$ cat config.mk
export PLATFORM = sky130hd
export DESIGN_NAME = video_timing_gen
export DESIGN_NICKNAME = d
export VERILOG_FILES = /design/src/rtl/video_timing_gen.sv
export SDC_FILE = /design/constraint.sdc
export NUM_CORES = 1
export LEC_CHECK = 0
export ABC_AREA = 1
export CAP_MARGIN = 0
export CORE_ASPECT_RATIO = 1.5
export CORE_MARGIN = 4
export CORE_UTILIZATION = 30
export DETAILED_ROUTE_END_ITERATION = 12
export GPL_ROUTABILITY_DRIVEN = 0
export GPL_TIMING_DRIVEN = 0
export PLACE_DENSITY = 0.48
export SYNTH_ARGS = -nofsm -noshare
export SYNTH_HDL_FRONTEND = slang
export SYNTH_SLANG_ARGS = --single-unit
$ cat constraint.sdc
create_clock -name clk -period 3.6 [get_ports clk]
set_input_delay 0.54 -clock clk [delete_from_list [all_inputs] [get_ports clk]]
set_output_delay 0.54 -clock clk [all_outputs]
set_load 0.005 [all_outputs]
$ cat src/rtl/video_timing_gen.sv
// Raster timing generator: horizontal/vertical counters, blanking, sync,
// display enable, line/frame strobes and a frame counter. All outputs are
// registered decodes of the next counter values, so every flag lines up with
// the hc/vc value it describes. Sync offsets are latched once per frame so
// that screen centring changes never tear a frame.
module video_timing_gen #(
    parameter int   HW       = 9,
    parameter int   VW       = 9,
    parameter int   H_ACTIVE = 320,
    parameter int   H_SS     = 350,
    parameter int   H_SE     = 370,
    parameter int   H_TOTAL  = 450,
    parameter int   V_ACTIVE = 240,
    parameter int   V_SS     = 254,
    parameter int   V_SE     = 256,
    parameter int   V_TOTAL  = 270,
    parameter logic HS_POL   = 1'b0,
    parameter logic VS_POL   = 1'b0
) (
    input  logic          clk,
    input  logic          reset,
    input  logic          ce_pix,
    input  logic [3:0]    h_offset,
    input  logic [3:0]    v_offset,
    output logic [HW-1:0] hc,
    output logic [VW-1:0] vc,
    output logic          hbl,
    output logic          vbl,
    output logic          hsync,
    output logic          vsync,
    output logic          de,
    output logic          line_start,
    output logic          frame_start,
    output logic [7:0]    frame_cnt
);

    localparam logic [HW-1:0] H_LAST = HW'(H_TOTAL - 1);
    localparam logic [HW-1:0] H_ACT  = HW'(H_ACTIVE);
    localparam logic [VW-1:0] V_LAST = VW'(V_TOTAL - 1);
    localparam logic [VW-1:0] V_ACT  = VW'(V_ACTIVE);

    // Nominal sync window edges, one bit wider than the counters so that a
    // negative offset can be added without wrapping.
    localparam logic signed [HW:0] HSS_S = (HW+1)'(H_SS);
    localparam logic signed [HW:0] HSE_S = (HW+1)'(H_SE);
    localparam logic signed [VW:0] VSS_S = (VW+1)'(V_SS);
    localparam logic signed [VW:0] VSE_S = (VW+1)'(V_SE);

    // Registered state
    logic [HW-1:0] hc_q, hc_d;
    logic [VW-1:0] vc_q, vc_d;
    logic          hbl_q, hbl_d;
    logic          vbl_q, vbl_d;
    logic          de_q, de_d;
    logic          hsync_q, hsync_d;
    logic          vsync_q, vsync_d;
    logic          line_start_q, line_start_d;
    logic          frame_start_q, frame_start_d;
    logic [7:0]    frame_cnt_q, frame_cnt_d;
    logic [3:0]    hs_off_q, hs_off_d;
    logic [3:0]    vs_off_q, vs_off_d;

    // Next-state decode helpers
    logic                 h_wrap;
    logic                 f_wrap;
    logic signed [HW:0]   hs_off_x;
    logic signed [VW:0]   vs_off_x;
    logic signed [HW:0]   hs_lo;
    logic signed [HW:0]   hs_hi;
    logic signed [VW:0]   vs_lo;
    logic signed [VW:0]   vs_hi;
    logic signed [HW:0]   hc_s;
    logic signed [VW:0]   vc_s;
    logic                 hs_act;
    logic                 vs_act;

    // Next counter values and the flags decoded from them (applied on ce).
    always_comb begin
        h_wrap = (hc_q == H_LAST);
        f_wrap = h_wrap && (vc_q == V_LAST);

        hc_d = h_wrap ? '0 : hc_q + HW'(1);
        if (!h_wrap) begin
            vc_d = vc_q;
        end else if (vc_q == V_LAST) begin
            vc_d = '0;
        end else begin
            vc_d = vc_q + VW'(1);
        end

        // Offsets are captured only when the raster re-enters (0,0); the new
        // frame's sync decode already uses the freshly captured values.
        hs_off_d = f_wrap ? h_offset : hs_off_q;
        vs_off_d = f_wrap ? v_offset : vs_off_q;

        hs_off_x = {{(HW-3){hs_off_d[3]}}, hs_off_d};
        vs_off_x = {{(VW-3){vs_off_d[3]}}, vs_off_d};
        hs_lo    = HSS_S + hs_off_x;
        hs_hi    = HSE_S + hs_off_x;
        vs_lo    = VSS_S + vs_off_x;
        vs_hi    = VSE_S + vs_off_x;
        hc_s     = $signed({1'b0, hc_d});
        vc_s     = $signed({1'b0, vc_d});
        hs_act   = (hc_s >= hs_lo) && (hc_s < hs_hi);
        vs_act   = (vc_s >= vs_lo) && (vc_s < vs_hi);

        hbl_d         = (hc_d >= H_ACT);
        vbl_d         = (vc_d >= V_ACT);
        de_d          = ~hbl_d & ~vbl_d;
        hsync_d       = hs_act ? HS_POL : ~HS_POL;
        vsync_d       = vs_act ? VS_POL : ~VS_POL;
        line_start_d  = (hc_d == '0);
        frame_start_d = f_wrap;
        frame_cnt_d   = frame_cnt_q + {7'd0, f_wrap};
    end

    // State update: reset wins over ce_pix; without ce everything holds,
    // which stretches the strobes across the whole ce period.
    always_ff @(posedge clk) begin
        if (reset) begin
            hc_q          <= '0;
            vc_q          <= '0;
            hbl_q         <= 1'b0;
            vbl_q         <= 1'b0;
            de_q          <= 1'b1;
            hsync_q       <= ~HS_POL;
            vsync_q       <= ~VS_POL;
            line_start_q  <= 1'b1;
            frame_start_q <= 1'b1;
            frame_cnt_q   <= 8'd0;
            hs_off_q      <= 4'd0;
            vs_off_q      <= 4'd0;
        end else if (ce_pix) begin
            hc_q          <= hc_d;
            vc_q          <= vc_d;
            hbl_q         <= hbl_d;
            vbl_q         <= vbl_d;
            de_q          <= de_d;
            hsync_q       <= hsync_d;
            vsync_q       <= vsync_d;
            line_start_q  <= line_start_d;
            frame_start_q <= frame_start_d;
            frame_cnt_q   <= frame_cnt_d;
            hs_off_q      <= hs_off_d;
            vs_off_q      <= vs_off_d;
        end
    end

    assign hc          = hc_q;
    assign vc          = vc_q;
    assign hbl         = hbl_q;
    assign vbl         = vbl_q;
    assign hsync       = hsync_q;
    assign vsync       = vsync_q;
    assign de          = de_q;
    assign line_start  = line_start_q;
    assign frame_start = frame_start_q;
    assign frame_cnt   = frame_cnt_q;

endmodule

## After elaboration in Yosys (flattened, before gate mapping)

Index checks and enable logic that the tools add are counted.

- Output and inout port bits: 33
- Word-level logic and storage cells: 41
- Register bits after elaboration: 41

- Mux-type cells: 7
- Eq/ne operators: 2
- Reduce and logical (&&, ||, !) cells: 4
- Bitwise gates (word level): 3
- Magnitude comparators: 6
- $add $sub $neg: 7

Operators with widths:

| kind | number |
|---|---|
| adder 10 x 4 -> 10 bit (first input constant) | 3 |
| two-way mux 9 bit | 3 |
| greater-or-equal comparator 10 bit | 2 |
| less-than comparator 10 bit | 2 |
| adder 9 x 1 -> 9 bit (second input constant) | 2 |
| equality test 9 bit (second input constant) | 2 |
| adder 9 x 4 -> 10 bit (first input constant) | 1 |
| greater-or-equal comparator 9 x 8 -> 1 bit (second input constant) | 1 |
| greater-or-equal comparator 9 bit (second input constant) | 1 |
| zero test 9 bit | 1 |
| adder 8 x 1 -> 8 bit | 1 |
| two-way mux 4 bit | 2 |
| logical AND 1 bit | 3 |
| two-way mux 1 bit | 2 |
| inverter 1 bit | 2 |
| AND 1 bit | 1 |

## Logic depth before layout (Yosys ltp)

- Depth after elaboration: 7
- Gate-level depth with buffers: 23
- Mapped depth without buffers: 23

## Worst setup path before layout

OpenSTA, ideal clock, no wires.

- Path type: reg2reg
- Start point: register hc_q[0] (netlist: hc[0])
- End point: register vsync_q (netlist: vsync)
- Required time: 3.485 ns
- Arrival: 2.946 ns
- Setup slack: 0.540 ns
- Stages on the path, launching flop included: 22
- Buffers on the path: 1
- Path through: dfxtp_1 -> ha_1 -> inv_1 -> nor2_2 -> nand2_2 -> nor2_8 -> nand2_4 -> buf_6 -> o21ai_1 -> nand3_1 -> ha_1 -> inv_1 -> ha_1 -> nand2_1 -> nor2_1 -> o211ai_1 -> nand4_1 -> nand3_1 -> inv_1 -> nand2_1 -> nand2_1 -> nand2_1

- Word-level cells in the longest chain between the ends: 7
- Elaborated cells between the ends (all ways): 10
- Classes of those cells: 2 x add/sub; 2 x order compare; 1 x eq/ne; 3 x mux; 2 x reduce/logical

RTL lines:

| item | RTL line | source |
|---|---|---|
| from (decl) | 50 | `logic [HW-1:0] hc_q, hc_d;` |
| from (signal assigned) | 121 | `hc_q <= '0;` |
| from (signal assigned) | 134 | `hc_q <= hc_d;` |
| equality test 9 bit (*) | 79 | `h_wrap = (hc_q == H_LAST);` |
| logical AND 1 bit | 80 | `f_wrap = h_wrap && (vc_q == V_LAST);` |
| two-way mux 4 bit | 94 | `vs_off_d = f_wrap ? v_offset : vs_off_q;` |
| adder 10 x 4 -> 10 bit or adder 9 x 4 -> 10 bit (tied branches) | 101, 100 |  |
| less-than comparator 10 bit or greater-or-equal comparator 10 bit (tied branches) | 105 | `vs_act = (vc_s >= vs_lo) && (vc_s < vs_hi);` |
| logical AND 1 bit (*) | 105 |  |
| two-way mux 1 bit (*) | 111 | `vsync_d = vs_act ? VS_POL : ~VS_POL;` |
| to (signal assigned) | 127 | `vsync_q <= ~VS_POL;` |
| to (signal assigned) | 140 | `vsync_q <= vsync_d;` |
| to (decl) | 56 | `logic vsync_q, vsync_d;` |

Mark *: on every way between the ends. The rest lies on a longest branch, timed or not.
A chain may end at the register's enable or synchronous reset.

## Final worst setup path

- Start point: register hc_q[1] (netlist: hc[1])
- End point: register vsync_q (netlist: vsync)

The elaborated chain is that of the path after synthesis.

==> impl_metrics.json <==
{
  "status": "finished, final reports clean",
  "die_x_um": 89.6,
  "antenna_found_initial": 0,
  "startpoint_type": "flip-flop",
  "dr.pass1.iters": 4,
  "fin_nets": 524,
  "syn_area_um2": 3000,
  "place_area_um2": 3570,
  "grt_max_degree": 13,
  "cts_tree": "built",
  "ys_warn_count": 0,
  "finalCritPeriodShare": 0.883,
  "synth_top_area_share": 0.274,
  "grt_pass1_vias": 2772,
  "drc": 0,
  "clock_latency_ns": 0.29,
  "relSlewSlack": 0.515,
  "totalPowerFinal_mw": 1.24,
  "synth_top_family_by_area": "simple AND/OR/NAND/NOR gates",
  "root_buffer": "clkbuf_16",
  "worst_slack_ns": 0.421,
  "synthArstFlopShare": 0,
  "gr-usage-all-layers": 0.153,
  "critPathMaxFanout": 10,
  "clock_sinks": 41,
  "rsz0062_at_grt": "no",
  "drv_cap": 0,
  "ys_ff_latch": 41,
  "synth_common_cells": "nand2_1, inv_1, a21oi_1, dfxtp_1",
  "hp-class": "reg2reg",
  "fmax_mhz": 315,
  "postRouteWirelength_um": 8170,
  "timing.hold.ws_ns": 0.462,
  "grt_pass1_wl_um": 13500,
  "drive_gt1_frac": 0.111,
  "ir_drop_uv": 179,
  "clkTransAtPathRegs_ns": 0.06,
  "io_buffers": 43,
  "slew_violations": 0,
  "die_area_um2": 11700,
  "yosysTopAreaCell": "dfxtp_1",
  "synth-simple-area-share": 0.274,
  "drt_iter0_markers": 71,
  "synthAdderAreaFrac": 0.146,
  "n_fill_cell": 1040,
  "dp_slack_ns": -0.255,
  "yosysMostFrequentCell": "nand2_1",
  "core_area_um2": 9740,
  "syn_inst": 427,
  "syn_area_per_cell_um2": 7.01,
  "grt_overflow": 0,
  "area_growth_pct": 26.0,
  "synth_xor_area_frac": 0.0230,
  "setup.worst_path.class": "reg2reg",
  "diodes": 0,
  "design_area_um2": 3770,
  "power_density_nw_per_um2": 327,
  "tightest_slew_ns": 0.720,
  "clockBufferDepth": 2,
  "hold_viol_final": 0,
  "fp.dieH_um": 130,
  "synth_compound_area_frac": 0.173,
  "ys.flop_type": "dfxtp_1",
  "vias_per_cell": 4.70,
  "clock_skew_ns": 0.00321,
  "crit_required_ns": 3.79,
  "ys_types": 42,
  "ys_top_cells_by_area": "dfxtp_1, ha_1, nand2_1",
  "setup_viol": 0,
  "synth-seq-area-share": 0.274,
  "num_vias": 2789,
  "rows": 44,
  "synth_mux_area_frac": 0,
  "period_needed_ns": 3.18,
  "cts_made_buffers": 5,
  "drtAntennaViolNets": 0,
  "dpl.hpwl_um": 6540,
  "cp.arrival_ns": 3.37,
  "pin_count": 44,
  "syn_nets": 473,
  "power_leakage_nw": 1.80,
  "cts.htree.levels": 2,
  "critical_path.endpoint_type": "flip-flop",
  "synth_edf_count": 0,
  "start_util": 0.307,
  "wl_per_cell_um": 13.8
}
-- state kept, by name (all words and copies together) (netlist names), 4 cells and up --
register,cells
vc,9
vs_off_q,4
hc,9
hs_off_q,4
frame_cnt,8
-- kinds of logic (layout without fill, tap and decap cells) --
kind of cell / after synthesis / count (layout)
simple gates: 167 / 167
compound gates: 92 / 92
buf+inv: 85 / 137
flops: 41 / 41
fa+ha+maj: 35 / 35
xor+xnor: 7 / 7
-- repair_timing --
item / in CTS / in global routing
endpoints found under the setup margin: 1 / 1
hold buffers: 0 / 0
gates resized for setup: 1 / 4
pin swaps: 0 / 1
setup buffers: 0 / 1
-- critical path, cell delays in order, from the launching register on --
cell,delay [ns]
dfxtp_1,0.36
inv_1,0.08
ha_1,0.14
inv_1,0.06
nor2_4,0.13
nand2_2,0.10
nor2_8,0.19
nand2_4,0.10
buf_6,0.17
nand2_1,0.11
o21ai_4,0.08
buf_4,0.17
ha_1,0.27
inv_1,0.04
ha_1,0.27
nand2_1,0.07
nor3b_1,0.21
nand3_1,0.10
nand4_1,0.13
nand3_1,0.08
inv_1,0.05
nand2_1,0.07
nand2_1,0.07
nand2_1,0.04
-- where the power goes --
group | internal, mW | leakage (nW) | switching [mW]
Clock | 0.347 | 0.0841 | 0.184
Sequential | 0.474 | 0.337 | 0.0245
Combinational | 0.0925 | 1.38 | 0.113
-- per-stage QoR --
stage	util	cells	TNS [ns]
final	0.387	594	0
after global routing	0.387	594	0
after CTS	0.384	593	0
after detailed placement	0.366	585	-0.255
after global placement	0.366	585	-0.202
after floorplan	-	427	0
-- area by class of cell --
| type | count | area, um^2 | area share |
|---|---|---|---|
| Tap cell | 115 | 144 | 0.0381 |
| Clock inverter | 1 | 30.0 | 0.00795 |
| Inverter | 73 | 274 | 0.0726 |
| Multi-Input combinational cell | 301 | 1870 | 0.495 |
| Clock buffer | 7 | 143 | 0.0378 |
| Sequential cell | 41 | 822 | 0.218 |
| Buffer | 12 | 57.6 | 0.0152 |
| Timing Repair Buffer | 44 | 438 | 0.116 |
-- per-layer routing --
| layer | wire length [um] | GRT usage |
|---|---|---|
| met5 | 0 | 0 |
| met4 | 170 | 0.0587 |
| met3 | 206 | 0.0257 |
| met2 | 4370 | 0.281 |
| met1 | 3430 | 0.170 |
-- final timing paths --
path                   to  cells after the start  slack (ns)         start
max                 vsync                     23        0.42         hc[1]
max reg2reg         vsync                     23        0.42         hc[1]
min          frame_cnt[7]                      2        0.46  frame_cnt[7]
min reg2reg  frame_cnt[7]                      2        0.46  frame_cnt[7]
-- cell usage in the layout, fill, tap and decap left out, drive strengths merged --
cell | Yosys | final
nand3 | 28 | 28
xor2 | 6 | 6
a21o | 1 | 1
inv | 72 | 72
nand3b | 1 | 1
clkdlybuf4s50 | 0 | 43
o211ai | 2 | 2
clkbuf | 8 | 15
and3 | 1 | 1
a21boi | 1 | 1
nand4 | 7 | 7
ha | 35 | 35
nor3b | 2 | 2
o21ai | 41 | 41
bufinv | 0 | 1
nor3 | 10 | 10
clkinv | 1 | 1
dfxtp | 41 | 41
nor2 | 36 | 36
or2 | 3 | 3
buf | 4 | 5
nand2 | 79 | 79
xnor2 | 1 | 1
a21oi | 44 | 44
o21bai | 2 | 2
o221ai | 1 | 1
Power figures use the tool's default switching activity.
